===== src/rtl/posit_pkg.sv =====
// Shared posit decode definitions: regime width helper, special encodings and
// the decoded-field record for the default 16-bit, ES=3 configuration.
package posit_pkg;

  function automatic int regime_width(input int n);
    return $clog2(n) + 1;
  endfunction

  localparam int DEFAULT_N     = 16;
  localparam int DEFAULT_ES    = 3;
  localparam int DEFAULT_REG_W = regime_width(DEFAULT_N);

  localparam logic [DEFAULT_N-1:0] POSIT_NAR  = {1'b1, {(DEFAULT_N-1){1'b0}}};
  localparam logic [DEFAULT_N-1:0] POSIT_ZERO = '0;

  typedef struct packed {
    logic                            sign;
    logic signed [DEFAULT_REG_W-1:0] regime;
    logic [DEFAULT_ES-1:0]           exp;
    logic [DEFAULT_N-1:0]            frac;
    logic                            is_zero;
    logic                            is_nar;
  } posit_fields_t;

endpackage


===== src/rtl/posit_run_count.sv =====
// Counts how many bits, starting at the MSB of i_bits, share the MSB's value.
module posit_run_count #(
  parameter  int N  = 16,
  localparam int CW = $clog2(N)
) (
  input  logic [N-2:0]  i_bits,
  output logic [CW-1:0] o_count
);

  logic w_done;

  // The MSB always counts; stop at the first bit that differs from it.
  always_comb begin
    o_count = CW'(1);
    w_done  = 1'b0;
    for (int i = N - 3; i >= 0; i--) begin
      if (!w_done && (i_bits[i] == i_bits[N-2])) begin
        o_count = o_count + CW'(1);
      end else begin
        w_done = 1'b1;
      end
    end
  end

endmodule


===== src/rtl/posit_unpack_pipe.sv =====
// Two-stage pipelined posit decoder with valid/ready on both sides.
// Define POSIT_UNPACK_SCALE_EN to add the registered 'scale' output (k*2^ES + exp).
module posit_unpack_pipe
  import posit_pkg::*;
#(
  parameter  int N     = 16,
  parameter  int ES    = 3,
  localparam int REG_W = regime_width(N),
  localparam int EXP_W = (ES > 0) ? ES : 1
) (
  input  logic                    clk,
  input  logic                    rst_n,
  input  logic                    in_valid,
  output logic                    in_ready,
  input  logic [N-1:0]            in_data,
  output logic                    out_valid,
  input  logic                    out_ready,
  output logic                    sign,
  output logic signed [REG_W-1:0] regime,
  output logic [EXP_W-1:0]        exp,
  output logic [N-1:0]            frac,
  output logic                    is_zero,
  output logic                    is_nar
`ifdef POSIT_UNPACK_SCALE_EN
  , output logic signed [REG_W+ES-1:0] scale
`endif
);

  localparam int CW = $clog2(N);
  localparam logic [N-1:0] NAR_PAT = {1'b1, {(N-1){1'b0}}};

  logic                    r_s1_valid, r_s1_sign, r_s1_zero, r_s1_nar;
  logic [N-2:0]            r_s1_mag;
  logic [CW-1:0]           r_s1_run;
  logic                    r_s2_valid, r_sign, r_zero, r_nar;
  logic signed [REG_W-1:0] r_regime;
  logic [EXP_W-1:0]        r_exp;
  logic [N-1:0]            r_frac;

  logic                    w_s2_adv, w_accept, w_s2_load, w_special;
  logic [N-2:0]            w_mag;
  logic [CW-1:0]           w_run, w_shamt;
  logic                    w_term;
  logic signed [REG_W-1:0] w_run_s, w_k;
  logic [N+ES-1:0]         w_shifted;
  logic [EXP_W-1:0]        w_exp;

  assign w_s2_adv  = !r_s2_valid | out_ready;
  assign in_ready  = !r_s1_valid | w_s2_adv;
  assign w_accept  = in_valid & in_ready;
  assign w_s2_load = r_s1_valid & w_s2_adv;

  // Low bits of a two's-complement negation depend only on the low bits.
  assign w_mag = in_data[N-1] ? -in_data[N-2:0] : in_data[N-2:0];

  posit_run_count #(.N(N)) u_run_count (
    .i_bits  (w_mag),
    .o_count (w_run)
  );

  always_ff @(posedge clk or negedge rst_n) begin
    if (!rst_n) begin
      r_s1_valid <= 1'b0;
      r_s1_sign  <= 1'b0;
      r_s1_mag   <= '0;
      r_s1_run   <= '0;
      r_s1_zero  <= 1'b0;
      r_s1_nar   <= 1'b0;
    end else begin
      if (in_ready) r_s1_valid <= in_valid;
      if (w_accept) begin
        r_s1_sign <= in_data[N-1];
        r_s1_mag  <= w_mag;
        r_s1_run  <= w_run;
        r_s1_zero <= (in_data == '0);
        r_s1_nar  <= (in_data == NAR_PAT);
      end
    end
  end

  // A run that fills the whole body has no terminator bit to skip.
  assign w_term    = (r_s1_run != CW'(N - 1));
  assign w_shamt   = r_s1_run + {{(CW-1){1'b0}}, w_term};
  assign w_run_s   = $signed({1'b0, r_s1_run});
  assign w_k       = r_s1_mag[N-2] ? (w_run_s - REG_W'(1)) : -w_run_s;
  assign w_shifted = {r_s1_mag, {(ES+1){1'b0}}} << w_shamt;
  assign w_special = r_s1_zero | r_s1_nar;

  if (ES > 0) begin : g_exp
    assign w_exp = w_shifted[N+ES-1:N];
  end else begin : g_no_exp
    assign w_exp = 1'b0;
  end

  always_ff @(posedge clk or negedge rst_n) begin
    if (!rst_n) begin
      r_s2_valid <= 1'b0;
      r_sign     <= 1'b0;
      r_regime   <= '0;
      r_exp      <= '0;
      r_frac     <= '0;
      r_zero     <= 1'b0;
      r_nar      <= 1'b0;
    end else begin
      if (w_s2_adv) r_s2_valid <= r_s1_valid;
      if (w_s2_load) begin
        r_sign   <= r_s1_sign;
        r_regime <= w_special ? '0 : w_k;
        r_exp    <= w_special ? '0 : w_exp;
        r_frac   <= w_special ? '0 : w_shifted[N-1:0];
        r_zero   <= r_s1_zero;
        r_nar    <= r_s1_nar;
      end
    end
  end

  assign out_valid = r_s2_valid;
  assign sign      = r_sign;
  assign regime    = r_regime;
  assign exp       = r_exp;
  assign frac      = r_frac;
  assign is_zero   = r_zero;
  assign is_nar    = r_nar;

`ifdef POSIT_UNPACK_SCALE_EN
  logic signed [REG_W+ES-1:0] w_scale, r_scale;

  // The exponent fills the low ES bits left empty by k*2^ES.
  if (ES > 0) begin : g_scale_exp
    assign w_scale = {w_k, w_exp};
  end else begin : g_scale_k
    assign w_scale = w_k;
  end

  always_ff @(posedge clk or negedge rst_n) begin
    if (!rst_n) begin
      r_scale <= '0;
    end else if (w_s2_load) begin
      r_scale <= w_special ? '0 : w_scale;
    end
  end

  assign scale = r_scale;
`endif

endmodule


===== config.mk =====
export PLATFORM = sky130hd
export DESIGN_NAME = posit_unpack_pipe
export DESIGN_NICKNAME = d
export VERILOG_FILES = /design/src/rtl/posit_pkg.sv /design/src/rtl/posit_run_count.sv /design/src/rtl/posit_unpack_pipe.sv
export SDC_FILE = /design/constraint.sdc
export NUM_CORES = 1
export LEC_CHECK = 0
export ABC_CLOCK_PERIOD_IN_PS = 2350
export CAP_MARGIN = 20
export CORE_UTILIZATION = 51
export DETAILED_ROUTE_END_ITERATION = 7
export GPL_TIMING_DRIVEN = 0
export PLACE_DENSITY_LB_ADDON = 0.08
export SYNTH_ARGS = -nofsm -noshare
export SYNTH_HDL_FRONTEND = slang
export SYNTH_HIERARCHICAL = 1
export SYNTH_SLANG_ARGS = --single-unit

===== constraint.sdc =====
create_clock -name clk -period 2.35 [get_ports clk]
set_input_delay 0.705 -clock clk [delete_from_list [all_inputs] [get_ports clk]]
set_output_delay 0.705 -clock clk [all_outputs]
set_load 0.01 [all_outputs]

==> metrics <==
outcome=finished, violations left; failing checks=setup timing; Max-slew headroom=52.99%; crit start category=primary input; post-layout minimum cycle time=5442 ps; GRT Util Overall=27.10%; share of synthesized registers carrying an async set or reset=100.0%; TritonCTS Buffers=5; die width=89.49 um; Setup CP Type=primary input to flop; CP Data Arrival Time=5640 ps; Initial Util=53.25%; top-count cell post-synth=nand2_1; met3 wire len=372 um; cell area after synthesis=3904 um2; initial antenna violation count=0; Max-Cap Viols=0; area delta synth->final=38.21%; CP max stage cell=or3_4; CP Data Required Time=2550 ps; Site Rows=31; WHS=347.9 ps; Antenna Violating Nets Remaining=0; Hold Path Class=primary input to async pin; via density per instance=5.866; die area=8008 um2; # setup viols final=5; chip height=89.49 um; final hold vios=0; non-filler cells, final=621; vias in the first global route=3483; DP Cell Count=581; DR vias=3643; first-pass GRT wire length=16530 um; CP peak stage delay=400 ps; Final Max Tran Viols=0; GPL Wtd Cong=0.8631; Root Buffer=clkbuf_8; detailed placement HPWL=7198 um; FF+latch count, synth=47; Clock Power Share=17.1%; sequential share of power=28.6%; clk_skew=4.738 ps; synth warn=6; Cell Int Power=0.002609 W; Syn Inst Count=434; met2 WL=5620 um; overall power=0.004090 W; largest cells by area after synthesis=dfrtp_1 (30%), nand2_1 (6.3%), mux4_2 (6.3%); GRT overflow=0; nature of the critical path endpoint=flop; clk sink count=47; register area share after synthesis=30.13%; RSZ-0062 raised after global routing=yes; Synth Area per Inst=8.995 um2; largest net degree at the start of global routing=27; Peak Freq=0.1838 GHz; Switching Power=0.001481 W; Synth top cells by count=nand2_1 (66), dfrtp_1 (47), o21ai_0 (30); PortBufs=44; ANT cells=0; WL final=10430 um; First-pass DRT Iterations=4; Met1 Wirelength=4170 um; top sig layer=met4; CTS tree=done; Net Sw Frac=36.21%; fin crit share=231.6%; IO Pins=49; Leakage=2.234 nW; Clock transition at path regs=90 ps; final worst slack=-3092 ps; Worst Path Max Fanout=5; layout cells sized above 1=34.29%; Iter 0 DRT Violations=214; Worst-Skew Late Latency=300 ps; Comb power frac=54.3%; predominant post-synthesis flop cell=dfrtp_1; worst vdd ir=0.3735 mV; Max clock buf depth=2; H-tree levels=2; share of the synthesized area in the top cell type=30.13%; core area=7331 um2; drt wl/cell=16.80 um; DR DRC count=0; nets@finish=556; EDFF count, synth=0; Power Density=758.2 nW/um2; worst-margin pin slew=700.2 ps; library cells used by synthesis=69; top cell type by total area after synthesis=dfrtp_1
==> cells in the final DEF (no fill, tap or decap), types with 12 or more instances in the layout <==
cell type        instances
clkdlybuf4s50_1         29
nor2_1                  20
xnor2_1                 20
buf_4                   35
dfrtp_1                 45
nand2_1                 59
mux2i_1                 12
mux2_2                  13
o21ai_0                 25
==> what timing repair did <==
action                     4_1_cts  5_1_grt
setup endpoints to repair       26       23
buffers inserted                23       13
pin swaps                       30       41
hold buffers                     0        0
gates resized for setup         88       66
==> routing by layer <==
| metal | GRT usage, % | up-vias |
|---|---|---|
| li1 | - | 1730 |
| met1 | 31.94 | 1774 |
| met2 | 50.10 | 118 |
| met3 | 2.678 | 21 |
| met4 | 11.40 | 0 |
| met5 | 0 | - |
==> worst paths after layout <==
path,slack [ps],cells past startpoint,from,end
max in group asynchronous,1480,2,rst_n,r_s1_run[0]
setup reg to reg,-20,7,r_s1_run[2],frac[15]
min in group clk,480,2,r_s1_sign,r_s1_sign
hold / removal,350,1,rst_n,is_nar
setup / recovery,-3090,30,in_data[3],r_s1_run[2]
hold reg to reg,480,2,r_s1_sign,r_s1_sign
==> sequential cells by signal (all words and copies together) (netlist names) <==
register and count:
r_s1_mag 15, frac 12, regime 5, r_s1_run 4
exp 3, is_nar 1, is_zero 1, out_valid 1
r_s1_nar 1, r_s1_sign 1, r_s1_valid 1, r_s1_zero 1
sign 1
==> logic make-up after synthesis <==
group | after synthesis | share of synthesized area (%)
other | 1 | 0.09606
adder cells (fa/ha/maj) | 15 | 4.808
XOR/XNOR | 36 | 8.269
AND/OR/NAND/NOR | 154 | 19.20
buffers and inverters | 44 | 5.320
AO/OA/AOI/OAI | 98 | 18.11
multiplexers | 39 | 14.07
flip-flops | 47 | 30.13
==> worst max-delay path, delay by kind of cell <==
kind | cells | cell delay (ps)
muxes | 2 | 270
buffers and inverters | 4 | 520
adders and majority gates | 4 | 1070
xor gates and xnor gates | 4 | 660
and+or+nand+nor | 10 | 1150
AOI/OAI and AO/OA | 6 | 1270
==> power groups by stage <==
stage          Sequential (W)  Clock, W  Combinational [W]
2_1_floorplan         0.00123         0            0.00112
5_1_grt               0.00120  0.000745            0.00242
4_1_cts               0.00117  0.000703            0.00202
6_report              0.00117  0.000701            0.00222
3_3_place_gp          0.00117         0            0.00176
3_5_place_dp          0.00119         0            0.00180
==> cell type report <==
class	instances	area [um2]
Tap cell	99	123.9
Sequential cell	47	1179
Clock inverter	2	60.06
Clock buffer	6	72.57
Timing Repair Buffer	79	703.2
Inverter	15	56.30
Fill cell	519	1936
Multi-Input combinational cell	346	2988
Buffer	27	212.7
==> through the flow <==
stage               setup WS [ps]  util, %  cell area, um2  TNS (ps)
floorplan                   -3254        -            3961    -10440
global placement            -4281    61.73            4526    -50000
detailed placement          -4376    61.94            4541    -20400
CTS                         -3172    70.03            5134    -10170
global route                -3397    73.60            5395    -10950
finish                      -3092    73.60            5395     -9924
No activity file was read; power rests on OpenSTA's default activity.
